**src/rtl/dm_pkg.sv**
```systemverilog
// Shared encodings and helpers for the data-memory arbiter.
// Access sizes, requester identities and the alignment rule.
package dm_pkg;

    localparam logic [1:0] SZ_B = 2'b00;
    localparam logic [1:0] SZ_H = 2'b01;
    localparam logic [1:0] SZ_W = 2'b10;

    localparam logic OWN_C = 1'b0;
    localparam logic OWN_D = 1'b1;

    // Size 2'b11 falls into the word case on purpose.
    function automatic logic misaligned(input logic [1:0] size, input logic [1:0] off);
        logic result;
        case (size)
            SZ_B:    result = 1'b0;
            SZ_H:    result = off[0];
            default: result = (off != 2'b00);
        endcase
        return result;
    endfunction

endpackage

```
**src/rtl/dm_lane_ext.sv**
```systemverilog
// Load extractor: picks the addressed byte or half out of a RAM word.
// It then zero- or sign-extends that value to 32 bits.
module dm_lane_ext
    import dm_pkg::*;
(
    input  logic [31:0] ram_rd,
    input  logic [1:0]  off,
    input  logic [1:0]  size,
    input  logic        sext,
    output logic [31:0] rdata
);

    logic [7:0]  byte_v;
    logic [15:0] half_v;

    always_comb begin
        byte_v = ram_rd[{off, 3'b000} +: 8];
        half_v = off[1] ? ram_rd[31:16] : ram_rd[15:0];
        case (size)
            SZ_B:    rdata = {{24{sext & byte_v[7]}}, byte_v};
            SZ_H:    rdata = {{16{sext & half_v[15]}}, half_v};
            default: rdata = ram_rd;
        endcase
    end

endmodule

```
**src/rtl/dm_arbiter.sv**
```systemverilog
// Two-port arbiter in front of the single-port, byte-enabled data BRAM.
// The CPU has priority, bounded by a starvation counter for port d.
module dm_arbiter
    import dm_pkg::*;
#(
    parameter int ADDR_W     = 13,
    parameter int STARVE_MAX = 4
) (
    input  logic              clk,
    input  logic              clr_n,
    input  logic              c_req,
    input  logic              c_we,
    input  logic [1:0]        c_size,
    input  logic              c_sext,
    input  logic [31:0]       c_addr,
    input  logic [31:0]       c_wd,
    output logic              c_gnt,
    output logic              c_aerr,
    output logic              c_rvalid,
    output logic [31:0]       c_rdata,
    input  logic              d_req,
    input  logic              d_we,
    input  logic [1:0]        d_size,
    input  logic              d_sext,
    input  logic [31:0]       d_addr,
    input  logic [31:0]       d_wd,
    output logic              d_gnt,
    output logic              d_aerr,
    output logic              d_rvalid,
    output logic [31:0]       d_rdata,
    output logic              ram_en,
    output logic [3:0]        ram_we,
    output logic [ADDR_W-1:0] ram_addr,
    output logic [31:0]       ram_wd,
    input  logic [31:0]       ram_rd
);

    localparam int SW = $clog2(STARVE_MAX + 1);
    localparam logic [SW-1:0] STARVE_LIM = SW'(STARVE_MAX);

    logic [SW-1:0] starve_q, starve_d;
    logic          rd_v_q, rd_v_d;
    logic          rd_own_q, rd_own_d;
    logic [1:0]    rd_size_q, rd_size_d;
    logic          rd_sext_q, rd_sext_d;
    logic [1:0]    rd_off_q, rd_off_d;

    logic          c_win, d_win, any_win, mis;
    logic          sel_we, sel_sext;
    logic [1:0]    sel_size;
    logic [31:0]   sel_addr, sel_wd;
    logic [3:0]    lane_we;
    logic [31:0]   lane_wd;
    logic [31:0]   ext_data;
    logic          unused_addr_bits;

    // Grants are gated by clr_n so nothing reaches the RAM while reset is held.
    always_comb begin
        c_win    = clr_n & c_req & ~(d_req & (starve_q == STARVE_LIM));
        d_win    = clr_n & d_req & ~c_win;
        any_win  = c_win | d_win;
        sel_we   = d_win ? d_we   : c_we;
        sel_size = d_win ? d_size : c_size;
        sel_sext = d_win ? d_sext : c_sext;
        sel_addr = d_win ? d_addr : c_addr;
        sel_wd   = d_win ? d_wd   : c_wd;
        mis      = misaligned(sel_size, sel_addr[1:0]);
    end

    always_comb begin
        case (sel_size)
            SZ_B: begin
                lane_we = 4'b0001 << sel_addr[1:0];
                lane_wd = {4{sel_wd[7:0]}};
            end
            SZ_H: begin
                lane_we = sel_addr[1] ? 4'b1100 : 4'b0011;
                lane_wd = {2{sel_wd[15:0]}};
            end
            default: begin
                lane_we = 4'b1111;
                lane_wd = sel_wd;
            end
        endcase
    end

    always_comb begin
        c_gnt    = c_win;
        d_gnt    = d_win;
        c_aerr   = c_win & mis;
        d_aerr   = d_win & mis;
        ram_en   = any_win & ~mis;
        ram_we   = (ram_en & sel_we) ? lane_we : 4'b0000;
        ram_addr = any_win ? sel_addr[ADDR_W+1:2] : '0;
        ram_wd   = (any_win & sel_we) ? lane_wd : 32'h0;
    end

    assign unused_addr_bits = ^sel_addr[31:ADDR_W+2];

    // A misaligned grant still counts toward starvation like any other grant.
    always_comb begin
        starve_d = starve_q;
        if (!d_req || d_win) begin
            starve_d = '0;
        end else if (c_win && starve_q != STARVE_LIM) begin
            starve_d = starve_q + 1'b1;
        end
        rd_v_d    = ram_en & ~sel_we;
        rd_own_d  = d_win ? OWN_D : OWN_C;
        rd_size_d = sel_size;
        rd_sext_d = sel_sext;
        rd_off_d  = sel_addr[1:0];
    end

    always_ff @(posedge clk or negedge clr_n) begin
        if (!clr_n) begin
            starve_q  <= '0;
            rd_v_q    <= 1'b0;
            rd_own_q  <= OWN_C;
            rd_size_q <= SZ_B;
            rd_sext_q <= 1'b0;
            rd_off_q  <= 2'b00;
        end else begin
            starve_q  <= starve_d;
            rd_v_q    <= rd_v_d;
            rd_own_q  <= rd_own_d;
            rd_size_q <= rd_size_d;
            rd_sext_q <= rd_sext_d;
            rd_off_q  <= rd_off_d;
        end
    end

    dm_lane_ext u_lane_ext (
        .ram_rd (ram_rd),
        .off    (rd_off_q),
        .size   (rd_size_q),
        .sext   (rd_sext_q),
        .rdata  (ext_data)
    );

    always_comb begin
        c_rvalid = rd_v_q & (rd_own_q == OWN_C);
        d_rvalid = rd_v_q & (rd_own_q == OWN_D);
        c_rdata  = c_rvalid ? ext_data : 32'h0;
        d_rdata  = d_rvalid ? ext_data : 32'h0;
    end

endmodule
```
**config.mk**
```make
export PLATFORM = sky130hd
export DESIGN_NAME = dm_arbiter
export DESIGN_NICKNAME = d
export VERILOG_FILES = /design/src/rtl/dm_pkg.sv /design/src/rtl/dm_lane_ext.sv /design/src/rtl/dm_arbiter.sv
export SDC_FILE = /design/constraint.sdc
export NUM_CORES = 1
export LEC_CHECK = 0
export ABC_AREA = 1
export CAP_MARGIN = 25
export CORE_AREA = 10 10 106 108
export CTS_BUF_LIST = sky130_fd_sc_hd__clkbuf_16
export DETAILED_ROUTE_END_ITERATION = 7
export DIE_AREA = 0 0 116 118
export DONT_BUFFER_PORTS = 1
export HOLD_SLACK_MARGIN = 0.06
export SKIP_LAST_GASP = 1
export SLEW_MARGIN = 40
export SYNTH_ARGS = -nofsm -noshare
export SYNTH_HDL_FRONTEND = slang
export SYNTH_SLANG_ARGS = --single-unit
export TNS_END_PERCENT = 50
```
**constraint.sdc**
```tcl
create_clock -name clk -period 2.2 [get_ports clk]
set_clock_uncertainty 0.05 [all_clocks]
set_input_delay 0.22 -clock clk [delete_from_list [all_inputs] [get_ports clk]]
set_output_delay 0.22 -clock clk [all_outputs]
set_load 0.01 [all_outputs]
```
# Yosys cells after proc, flatten, opt, wreduce, memory -nomap -nowiden
# Index checks and enable logic that the tools add are counted.
[word_totals]
regBits = 10
out_inout_bits = 120
[classes]
n_bitwise = 21
n_reduce_logical = 7
n_mux = 19
eq_ne = 4
addsub = 1
shift = 2
[ops]
columns = ["op", "n"]
rows = [
  ["32-bit two-way mux", 4],
  ["32-bit case mux with 2 select lines", 2],
  ["32-bit by 6-bit variable part select with 8-bit output", 1],
  ["16-bit two-way mux", 1],
  ["1-bit bitwise AND", 15],
  ["15-bit two-way mux", 1],
  ["13-bit two-way mux", 1],
  ["4-bit two-way mux", 2],
  ["4-bit case mux with 2 select lines", 1],
  ["3-bit two-way mux", 2],
  ["1-bit NOT", 5],
  ["2-bit by 1-bit equality test with 1-bit output (second input constant)", 2],
  ["2-bit logical NOT", 2],
  ["2-bit nonzero test", 2],
  ["1-bit by 2-bit left shift with 4-bit output (first input constant)", 1],
  ["3-bit by 1-bit adder with 3-bit output (second input constant)", 1],
  ["3-bit equality test (second input constant)", 1],
  ["1-bit two-way mux", 3],
  ["3-bit != test (second input constant)", 1],
  ["2-bit two-way mux", 1],
  ["1-bit case mux with 2 select lines", 1],
  ["1-bit logical AND", 1],
  ["1-bit logical NOT", 1],
  ["1-bit logical OR", 1],
  ["1-bit bitwise OR", 1],
]

# Logic depth before layout (Yosys ltp)
# Gate-level depths: netlist (run 1).
[logic_depth]
depth_word = 13
depth_mapped = 13

# Hierarchy
# From an unflattened synthesis (run 1), not the netlist that was laid out.
[unflattened]
cells_unflattened = 599
hier_area_um2 = 3044.2
[by_module_without_submodules]
columns = ["mod", "instances", "area_each_um2", "cells_per_inst"]
rows = [
  ["dm_arbiter", 1, 2189.6, 446],
  ["dm_lane_ext", 1, 854.6, 153],
]

# Worst setup path before layout (run 1)
# OpenSTA, ideal clock, no wires.
[synth_path]
path_type = "register -> output"
startpoint = "register starve_q[0]"
endpoint = "output port ram_wd[24]"
arrival_time_ps = 1544
path_buffers = 2
slack_ps = 386
stages_incl_launch_ff = 12
path_cell_list = "dfrtp_1 inv_1 ha_1 nand3_2 nand2_4 nand2_4 buf_6 buf_4 nor2_1 o21ai_0 o21ai_0 nor2_1"
[synth_between]
elab_chain_cells = 10
elab_cells_between_ends = 15
[synth_rtl]
columns = ["element", "line_no", "rtl"]
rows = [
  ["start: declaration", "dm_arbiter.sv:41", "logic [SW-1:0] starve_q, starve_d;"],
  ["start signal: assignment", "dm_arbiter.sv:124", "starve_q <= starve_d;"],
  ["3-bit equality test (*)", "dm_arbiter.sv:59", "c_win = clr_n & c_req & ~(d_req & (starve_q == STARVE_LIM));"],
  ["1-bit bitwise AND (*)", "dm_arbiter.sv:59", ""],
  ["1-bit NOT (*)", "dm_arbiter.sv:59", ""],
  ["1-bit bitwise AND (*)", "dm_arbiter.sv:59", ""],
  ["1-bit NOT", "dm_arbiter.sv:60", "d_win = clr_n & d_req & ~c_win;"],
  ["1-bit bitwise AND", "dm_arbiter.sv:60", ""],
  ["2-bit two-way mux", "dm_arbiter.sv:63", "sel_size = d_win ? d_size : c_size;"],
  ["2-bit by 1-bit equality test with 1-bit output / 2-bit logical NOT (equally long branches)", "dm_arbiter.sv:71", "case (sel_size)"],
  ["32-bit case mux with 2 select lines", "dm_arbiter.sv:71", ""],
  ["32-bit two-way mux (*)", "dm_arbiter.sv:95", "ram_wd = (any_win & sel_we) ? lane_wd : 32'h0;"],
  ["end: declaration", "dm_arbiter.sv:34", "output logic [31:0] ram_wd,"],
]
# Mark *: on every way between the ends. The rest lies on a longest branch, timed or not.

# Worst setup path after layout (run 1)
[layout_path]
startpoint = "register starve_q[0]"
endpoint = "output port ram_wd[22]"
# Same word-level chain as after synthesis.

==> metrics, run 1 <==
synthesized cell area=roughly 2800 sq um; register-to-register setup slack=around 400 ps; minimum clock period=between 2000 and 2500 ps; largest cells by area after synthesis=sky130_fd_sc_hd__nand2_1, sky130_fd_sc_hd__nor2_1, sky130_fd_sc_hd__dfrtp_1, sky130_fd_sc_hd__inv_1, sky130_fd_sc_hd__o21ai_0; Die X=around 120 um; clock transition at the registers of the reported paths=roughly 40 ps; full die area=around 14000 sq um; Clk Latency, worst-skew pair=240 ps; Reg area=between 200 and 300 sq um; hold path startpoint=d_req; all-layer global routing usage=16.9%; Worst Hold Path Cells=2; peak fanout along the critical path=12; P per Cell Area=374 nW/um^2; via count of the first global-routing pass=3593; total number of nets in the final design=about 770; status=complete, but fails checks; most frequent standard cell in the layout excluding fill and tap cells=sky130_fd_sc_hd__nand2_1; transition time of the tightest slew-check pin=approximately 500 ps; Worst R2R Start=starve_q[1]; data required time at the worst endpoint=1930 ps; count of antenna diodes in the layout=0; max-slew violations=0; Finished Core Util=between 30% and 40%; final cycle utilization of the critical path=102%; Yosys warning total=0; global-route track usage on met2=around a third; initial core utilization=a little under a third; site row count=35; synthesized net count=747; final worst-path setup slack=-38.1 ps; data arrival at the endpoint of the critical path=between 1500 and 2000 ps; Max clock buf depth=2; Synth Instances=573; final setup TNS=-123 ps; commonest non-fill, non-tap cells in the layout=sky130_fd_sc_hd__nand2_1, sky130_fd_sc_hd__nor2_1, sky130_fd_sc_hd__inv_1, sky130_fd_sc_hd__buf_4, sky130_fd_sc_hd__o21ai_0; GRT Residual Overflow=0; layout-stage area growth over the synthesis result=28.8%; count of vias placed by the detailed router=roughly 3700; share of synthesized area occupied by flip-flops and latches=9.03%; type of the worst setup path=reg2out; floorplan die height=118 um; cts bufs inserted=3; detailed-route wire length per cell=roughly 18 um; largest area contributor in the synthesized netlist=sky130_fd_sc_hd__nand2_1; drt initial violations=roughly 220; hold violation total from the final report=0; final estimated routing congestion in global placement=0.868; setup repair after global routing missed its margin=true; global-route met1 utilization=between 15 and 20%; average via count per standard cell=roughly 5.2; total area of multi-input combinational cells=between 2000 and 2500 sq um; critical path startpoint=starve_q[0]; Slew HR=between 60% and 70%; ANT nets after route=0; highest attainable clock frequency=about 450 MHz; kind of end point of the critical path=output pin; LEAKAGE=between 1.5 and 2 nW; ratio of cells with drive above 1 in the final layout=23.7%; Final setup violation count=9; post-detailed-placement half-perimeter wirelength=10400 um; area share of the largest cell type after synthesis=between 20% and 30%; clock tree from TritonCTS=built; maximum resistive drop on vdd=0.000177 V; type of the tightest min-delay check=in2reg; H-Tree Level Count=1; violations in the final reports=negative setup slack; critical path startpoint category=register; Layout fillers=965; clock sink count=10; number of primary I/O pins=slightly below 300; reported max-cap violation count=0; layer with the highest usage=met2; wirelength, routed=13000 um; buffer type at the clock tree root=sky130_fd_sc_hd__clkbuf_16; global-route wire length before repair=19000 um; largest net degree at the start of global routing=34; total iterations of the first detailed-routing run=5; capture instance of the worst register-to-register path=rd_v_q; GR met3 Demand/Resource=6.63%; area of the core=roughly 9100 sq um; flop and latch count out of synthesis=10; I/O Buffers=0; remaining design rule violation count=0; Avg Cell Area, Syn=about 4.8 sq um; count of cell types in the netlist=31; initial antenna violation count=0; depth of the most critical reg-to-reg path=10; worst hold path endpoint=starve_q[2]
-- cell families (layout without fill, tap and decap cells) --
logic type      count (synthesis)  in the layout  share of synthesized area, %
simple gates                  353            353                          52.3
compound gates                104            104                          20.8
buf+inv                       104            127                          17.0
flops                          10             10                          9.03
fa+ha+maj                       2              2                         0.902
-- sequential cells by signal, indices dropped and copies added (netlist names) --
| signal | count |
|---|---|
| rd_size_q | 2 |
| rd_off_q | 2 |
| rd_sext_q | 1 |
| starve_q | 3 |
| rd_own_q | 1 |
| rd_v_q | 1 |
-- where the power goes --
group          switching, mW  internal [mW]  leakage [nW]
clock                 0.0815          0.235        0.0370
sequential            0.0199          0.196         0.125
combinational          0.524          0.278          1.70
-- worst max path at each step --
stage / end / cells past startpoint / slack, ps
floorplan: ram_wd[24] / 11 / 390
global placement: ram_wd[19] / 10 / 60
detailed placement: ram_wd[19] / 10 / 70
CTS: ram_wd[30] / 13 / -4
global route: ram_wd[22] / 11 / -140
finish: ram_wd[22] / 11 / -40
-- critical path, cell delays in order, from the launching register on --
cell and delay (ps):
sky130_fd_sc_hd__dfrtp_1 370, sky130_fd_sc_hd__inv_2 60, sky130_fd_sc_hd__ha_4 160, sky130_fd_sc_hd__nand3_4 60
sky130_fd_sc_hd__nand2_4 80, sky130_fd_sc_hd__nand2_8 130, sky130_fd_sc_hd__nand2_1 120, sky130_fd_sc_hd__nand2_4 140
sky130_fd_sc_hd__buf_6 190, sky130_fd_sc_hd__nand2_1 110, sky130_fd_sc_hd__a21oi_1 170, sky130_fd_sc_hd__buf_4 140
-- Yosys cell counts --
master	instances
sky130_fd_sc_hd__nand2_1	161
sky130_fd_sc_hd__nor2_1	149
sky130_fd_sc_hd__inv_1	63
sky130_fd_sc_hd__o21ai_0	40
sky130_fd_sc_hd__o21ai_1	28
sky130_fd_sc_hd__a21oi_1	20
sky130_fd_sc_hd__nand3_1	15
sky130_fd_sc_hd__buf_2	11
sky130_fd_sc_hd__dfrtp_1	10
sky130_fd_sc_hd__clkbuf_1	9
sky130_fd_sc_hd__or2_2	9
sky130_fd_sc_hd__buf_4	8
sky130_fd_sc_hd__inv_2	7
sky130_fd_sc_hd__nand2_2	6
sky130_fd_sc_hd__buf_6	5
sky130_fd_sc_hd__nand3b_1	4
sky130_fd_sc_hd__o211ai_1	4
sky130_fd_sc_hd__o221ai_1	4
sky130_fd_sc_hd__a32oi_1	3
sky130_fd_sc_hd__nand3_2	3
sky130_fd_sc_hd__a211oi_1	2
sky130_fd_sc_hd__ha_1	2
sky130_fd_sc_hd__nand2_4	2
sky130_fd_sc_hd__and2_0	1
sky130_fd_sc_hd__and2_1	1
sky130_fd_sc_hd__buf_1	1
sky130_fd_sc_hd__nor2_4	1
sky130_fd_sc_hd__nor3_2	1
sky130_fd_sc_hd__o21a_1	1
sky130_fd_sc_hd__o21ai_4	1
sky130_fd_sc_hd__o22ai_1	1
-- repair_timing --
action | 4_1_cts | 5_1_grt
pin swaps | 17 | 17
buffers inserted | 12 | 7
gates cloned | 1 | 1
resized for setup | 58 | 47
endpoints found under the setup margin | 39 | 94
hold buffers | 1 | 0
hold endpoints to repair | 10 | 0
-- per-layer routing --
layer	wire (um)	vias to the layer above
met5	0	-
met4	182	0
met3	1610	15
met2	6810	202
met1	4430	1637
li1	-	1825
-- area by class of cell --
| cell class | instances | share of cell area (%) |
|---|---|---|
| tap | 111 | 3.89 |
| sequential | 10 | 7.08 |
| inverter | 70 | 7.92 |
| timing repair buffer | 54 | 13.8 |
| multi-input combinational | 459 | 65.2 |
| clock buffer | 3 | 2.10 |
-- per-stage QoR --
stage | setup slack (ps) | power (mW) | std cells | hold WS (ps) | area (sq um)
after CTS | -4.07 | 1.29 | 701 | 90.6 | 3390
after global placement | 60.7 | 0.881 | 684 | -125 | 2980
after detailed placement | 66.5 | 0.884 | 684 | -125 | 2980
after global routing | -144 | 1.44 | 707 | 117 | 3570
final | -38.1 | 1.33 | 707 | 90.6 | 3570
after floorplan | 386 | 0.728 | 573 | -126 | 2770
(Power assumes the default switching activity.)
==> inputs of run 2 (changes only) <==
==> constraint.sdc (replaced) <==
create_clock -name clk -period 2.05 [get_ports clk]
set_clock_uncertainty 0.05 [all_clocks]
set_input_delay 0.205 -clock clk [delete_from_list [all_inputs] [get_ports clk]]
set_output_delay 0.205 -clock clk [all_outputs]
set_load 0.01 [all_outputs]
==> metrics, run 2 (same netlist as run 1, synthesis figures left out) <==
reported max-cap violation count=0; count of antenna diodes in the layout=0; ratio of cells with drive above 1 in the final layout=between 20 and 30%; cts bufs inserted=3; type of the worst setup path=reg2out; non-filler cells, final=between 700 and 800; peak fanout along the critical path=6; GR met3 Demand/Resource=6.52%; layout-stage area growth over the synthesis result=40.7%; minimum clock period=2240 ps; global-route track usage on met2=a little under a third; initial antenna violation count=0; crit-path max cell delay=390 ps; total number of nets in the final design=roughly 790; Worst Hold Path Cells=2; most frequent standard cell in the layout excluding fill and tap cells=sky130_fd_sc_hd__nand2_1; Max clock buf depth=2; Final setup violation count=33; GRT Residual Overflow=0; final worst-path setup slack=-194 ps; max-slew violations=0; violations in the final reports=negative setup slack; Total Power=around 1.5 mW; relative contribution of the clock network to total power=22.6%; data arrival at the endpoint of the critical path=~2000 ps; commonest non-fill, non-tap cells in the layout=sky130_fd_sc_hd__nand2_1, sky130_fd_sc_hd__nor2_1, sky130_fd_sc_hd__inv_1, sky130_fd_sc_hd__buf_4, sky130_fd_sc_hd__o21ai_0; wirelength, routed=between 10000 and 15000 um; largest register by flop count=starve_q; site row count=35; cells along the critical path=inv_2, ha_4, nand3_4, nand2_8, nand2_8, nand2_4, nand2_4, nor2_4, buf_12, buf_8, o21ai_2, nor2_1, buf_4; post-detailed-placement half-perimeter wirelength=between 10000 and 15000 um; total iterations of the first detailed-routing run=4; cell type group with the largest total delay on the critical path=simple AND/OR/NAND/NOR gates; critical path startpoint category=register; Clk Latency, worst-skew pair=240 ps; count of vias placed by the detailed router=about 3800; full die area=between 10000 and 15000 sq um; final estimated routing congestion in global placement=0.874; data required time at the worst endpoint=1790 ps; I/O Buffers=0; buffer type at the clock tree root=sky130_fd_sc_hd__clkbuf_16; switch share=between 40 and 50%; kind of end point of the critical path=output pin; relative contribution of sequential cells to total power=15.0%; floorplan die height=roughly 120 um; drt initial violations=240; WP buf/inv=4; initial core utilization=a little under a third; global-route wire length before repair=a little under 20000 um; register-to-register setup slack=230 ps; largest net degree at the start of global routing=between 40 and 50; flip-flop count of the largest register, all copies and words added=3; clock transition at the registers of the reported paths=roughly 40 ps; Finished Core Util=between 40 and 50%; via count of the first global-routing pass=between 3000 and 4000; Internal Power=0.822 mW; layer with the highest usage=met2; Slew HR=between 60% and 70%; transition time of the tightest slew-check pin=approximately 560 ps; detailed-route wire length per cell=around 19 um; clock tree from TritonCTS=built; Die X=between 100 and 150 um; maximum resistive drop on vdd=between 0.0002 and 0.00025 V; depth of the most critical reg-to-reg path=10; highest attainable clock frequency=446 MHz; average via count per standard cell=approximately 5.2; all-layer global routing usage=16.9%; number of primary I/O pins=292; hold violation total from the final report=0; area of the core=9110 sq um; ANT nets after route=0; P per Cell Area=a little under 400 nW/um^2; registers with the highest flip-flop counts=starve_q: 3 flops, rd_off_q: 2 flops, rd_size_q: 2 flops; global-route met1 utilization=~17%; share of power burned in combinational logic=62.4%; final cycle utilization of the critical path=109%; H-Tree Level Count=1; status=complete, but fails checks; Critical Path Stages=13; remaining design rule violation count=0; clock sink count=10; LEAKAGE=between 1.5 and 2 nW; cell type of the slowest stage on the worst timing path=sky130_fd_sc_hd__dfrtp_1; NetSw=between 0.7 and 0.8 mW; number of placed instances with taps included=700; setup repair after global routing missed its margin=true; type of the tightest min-delay check=in2reg
==> run 2: changes by cell type in the layout (fill, tap and decap cells not counted), moves of 5 or more <==
cell                      delta
sky130_fd_sc_hd__a21oi_2     -5
sky130_fd_sc_hd__buf_4      +13
sky130_fd_sc_hd__nor2_1     -16
sky130_fd_sc_hd__nor2_2     +12
sky130_fd_sc_hd__buf_6       -6
==> run 2: power groups by stage <==
| stage | Sequential [mW] | Combinational (mW) | Clock (mW) |
|---|---|---|---|
| floorplan | 0.218 | 0.564 | 0 |
| global placement | 0.230 | 0.755 | 0 |
| detailed placement | 0.230 | 0.760 | 0 |
| CTS | 0.228 | 0.837 | 0.353 |
| global route | 0.235 | 1.06 | 0.367 |
| finish | 0.232 | 0.964 | 0.349 |
==> run 2: timing repair <==
item	4_1_cts	5_1_grt
endpoints found under the setup margin	86	105
endpoints found under the hold margin	10	0
resized for setup	58	73
pin swaps	4	28
hold buffers	1	0
buffers inserted	5	8
gates cloned	0	6
==> run 2: path summary, 6_finish.rpt <==
kind | from | end
max in group asynchronous | clr_n | rd_off_q[1]
max reg2reg | starve_q[0] | rd_v_q
min in group asynchronous | clr_n | starve_q[2]
min | d_sext | rd_sext_q
min reg2reg | starve_q[2] | starve_q[2]
max | starve_q[0] | ram_wd[31]
==> run 2: metal layers <==
layer,part of all wire (%),up-vias
li1,-,1854
met1,34,1665
met2,52,209
met3,11,24
met4,2.3,0
met5,0,-
==> run 2: layout make-up <==
| type | instances | area, sq um |
|---|---|---|
| inverters | 70 | 289 |
| repair buffers | 67 | 657 |
| well taps | 111 | 139 |
| multi-input cells | 461 | 2480 |
| fillers | 959 | 5210 |
| flip-flops and latches | 10 | 255 |
| clock inverters | 1 | 3.75 |
| clock buffers | 3 | 75.1 |
==> run 2: stage by stage <==
step                      hold WS (ps)  setup slack [ps]  setup TNS [ps]  instance area, sq um
after global routing              79.7              -291           -9740                  3900
after global placement            -140             -10.5           -10.5                  3140
after detailed placement          -140             -37.8           -43.4                  3140
after CTS                         72.0              -168           -4390                  3460
final                             59.5              -194           -4660                  3900
after floorplan                   -141               251               0                  2770
==> run 2: worst register-to-register path, cell delays in order, from the launching register on <==
cell and delay, ps:
sky130_fd_sc_hd__dfrtp_1 390, sky130_fd_sc_hd__inv_2 80, sky130_fd_sc_hd__ha_4 140, sky130_fd_sc_hd__nand3_4 80, sky130_fd_sc_hd__nand2_8 120, sky130_fd_sc_hd__nand2_8 80, sky130_fd_sc_hd__buf_4 210, sky130_fd_sc_hd__o21ai_4 260
sky130_fd_sc_hd__nand2_4 120, sky130_fd_sc_hd__nand3b_1 140, sky130_fd_sc_hd__nor2_1 60
==> inputs of run 3 (changes only) <==
--- a/config.mk
+++ b/config.mk
@@ -13,6 +13,7 @@
 export DIE_AREA = 0 0 116 118
 export DONT_BUFFER_PORTS = 1
 export HOLD_SLACK_MARGIN = 0.06
+export PLACE_DENSITY = 0.45
 export SKIP_LAST_GASP = 1
 export SLEW_MARGIN = 40
 export SYNTH_ARGS = -nofsm -noshare
==> constraint.sdc (replaced) <==
create_clock -name clk -period 2.05 [get_ports clk]
set_clock_uncertainty 0.05 [all_clocks]
set_input_delay 0.205 -clock clk [delete_from_list [all_inputs] [get_ports clk]]
set_output_delay 0.205 -clock clk [all_outputs]
set_load 0.02 [all_outputs]
==> metrics, run 3 (same netlist as run 1, synthesis figures left out) <==
all-layer global routing usage=a little under a fifth; peak fanout along the critical path=7; number of primary I/O pins=a little under 300; Die X=~120 um; clock tree from TritonCTS=built; dominant cell type by count on the critical path=sky130_fd_sc_hd__buf_6; cell type of the slowest stage on the worst timing path=sky130_fd_sc_hd__dfrtp_1; Max clock buf depth=2; setup repair after global routing missed its margin=true; capture instance of the worst register-to-register path=starve_q[1]; hold violation total from the final report=0; buffer type at the clock tree root=sky130_fd_sc_hd__clkbuf_16; data arrival at the endpoint of the critical path=2010 ps; largest net degree at the start of global routing=34; remaining design rule violation count=0; clock transition at the registers of the reported paths=40 ps; total number of nets in the final design=approximately 880; layout-stage area growth over the synthesis result=67.6%; Slew HR=about 67%; highest attainable clock frequency=around 440 MHz; average via count per standard cell=between 4 and 5; violations in the final reports=negative setup slack; critical path startpoint category=register; crit-path max cell delay=a little under 400 ps; final cycle utilization of the critical path=111%; initial core utilization=a little under a third; max-slew violations=0; count of antenna diodes in the layout=0; area of the core=between 9000 and 10000 sq um; total iterations of the first detailed-routing run=5; cells along the critical path=inv_2, ha_4, nand3_4, nand2_8, nand2_8, buf_6, o21ai_4, buf_6, inv_2, a21oi_2, nor2_4, buf_6; I/O Buffers=0; registers with the highest flip-flop counts=starve_q: 3 flops, rd_off_q: 2 flops, rd_size_q: 2 flops; Post-Route Hold Slack=between 80 and 90 ps; clock sink count=10; Final setup violation count=between 50 and 60; kind of end point of the critical path=output pin; cts bufs inserted=3; via count of the first global-routing pass=around 4000; hold path startpoint=d_req; floorplan die height=118 um; post-detailed-placement half-perimeter wirelength=~12000 um; LEAKAGE=around 2.5 nW; transition time of the tightest slew-check pin=~500 ps; drt initial violations=around 160; most frequent standard cell in the layout excluding fill and tap cells=sky130_fd_sc_hd__nand2_1; largest register by flop count=starve_q; Clk Latency, worst-skew pair=approximately 240 ps; site row count=35; P per Cell Area=around 370 nW/um^2; status=complete, but fails checks; type of the tightest min-delay check=in2reg; type of the worst setup path=reg2out; worst hold path endpoint=starve_q[2]; final estimated routing congestion in global placement=slightly below 0.9; commonest non-fill, non-tap cells in the layout=sky130_fd_sc_hd__nand2_1, sky130_fd_sc_hd__buf_4, sky130_fd_sc_hd__nor2_1, sky130_fd_sc_hd__inv_1, sky130_fd_sc_hd__o21ai_1; GRT Residual Overflow=0; reported max-cap violation count=0; full die area=between 10000 and 15000 sq um; Worst R2R Start=starve_q[1]; ANT nets after route=0; count of vias placed by the detailed router=roughly 4000; global-route wire length before repair=20800 um; register-to-register setup slack=-130 ps; initial antenna violation count=0; ratio of cells with drive above 1 in the final layout=roughly 40%; Worst Hold Path Cells=2; detailed-route wire length per cell=about 17 um; wirelength, routed=approximately 14000 um; flip-flop count of the largest register, all copies and words added=3; depth of the most critical reg-to-reg path=15; data required time at the worst endpoint=approximately 1800 ps; maximum resistive drop on vdd=0.000210 V; final setup TNS=-5620 ps; minimum clock period=around 2300 ps; final worst-path setup slack=-218 ps; Layout fillers=between 900 and 1000; H-Tree Level Count=1
==> run 3: cell types whose count changed in the layout (fill, tap and decap cells not counted), sizes merged <==
cell      before  now
buf           62  160
clkbuf         7    4
clkinv         2    1
clkinvlp       1    0
inv           68   70
nand3         19   18
==> run 3: critical path, delay by kind of cell (launching register included) <==
family,cells,cell delay (ps)
buf+inv,5,530
flops,1,390
compound gates,2,360
simple gates,4,330
fa+ha+maj,1,140
==> run 3: how the worst max path moves through the flow <==
stage	cells past startpoint	endpoint	from	slack, ps
2_1_floorplan	11	ram_wd[20]	starve_q[0]	130
4_1_cts	13	ram_wd[25]	starve_q[1]	-220
5_1_grt	12	ram_we[1]	starve_q[0]	-300
6_report	12	ram_we[1]	starve_q[1]	-220
3_5_place_dp	10	ram_wd[25]	starve_q[0]	-50
3_3_place_gp	10	ram_wd[25]	starve_q[0]	-10
==> run 3: repair_timing <==
action / CTS / global route
endpoints found under the setup margin: 106 / 115
gates resized for setup: 71 / 126
pin swaps: 17 / 29
hold endpoints to repair: 10 / 0
hold buffers: 1 / 0
buffers inserted: 23 / 5
cloned: 2 / 1
==> run 3: power breakdown <==
| group | switching [mW] | internal [mW] |
|---|---|---|
| registers | 0.0187 | 0.210 |
| clock network | 0.0936 | 0.256 |
| logic | 0.696 | 0.429 |
| total | 0.808 | 0.896 |
==> run 3: stage by stage <==
stage                     setup slack [ps]  cells  instance area (sq um)  total power [mW]  utilization (%)
after global routing                  -300    817                   4650              1.83             51.0
after detailed placement             -48.7    785                   3730              1.15             40.9
after global placement               -14.4    785                   3730              1.14             40.9
final                                 -218    817                   4650              1.70             51.0
after CTS                             -218    815                   4280              1.62             46.9
after floorplan                        125    573                   2770             0.861                -
==> run 3: area by class of cell <==
cell class / instances / area, sq um / share of cell area (%)
inverter: 70 / 285 / 6.14
timing repair buffer: 162 / 1370 / 29.4
clock inverter: 1 / 3.75 / 0.0808
clock buffer: 3 / 75.1 / 1.62
multi-input combinational: 460 / 2530 / 54.3
sequential: 10 / 254 / 5.46
tap: 111 / 139 / 2.99
==> run 3: per-layer routing <==
layer	track usage (%)	share of wire (%)	vias up
met5	0	0	-
met1	19.5	37	1826
met4	2.97	1.7	0
li1	-	-	2041
met3	6.83	11	16
met2	33.4	51	188
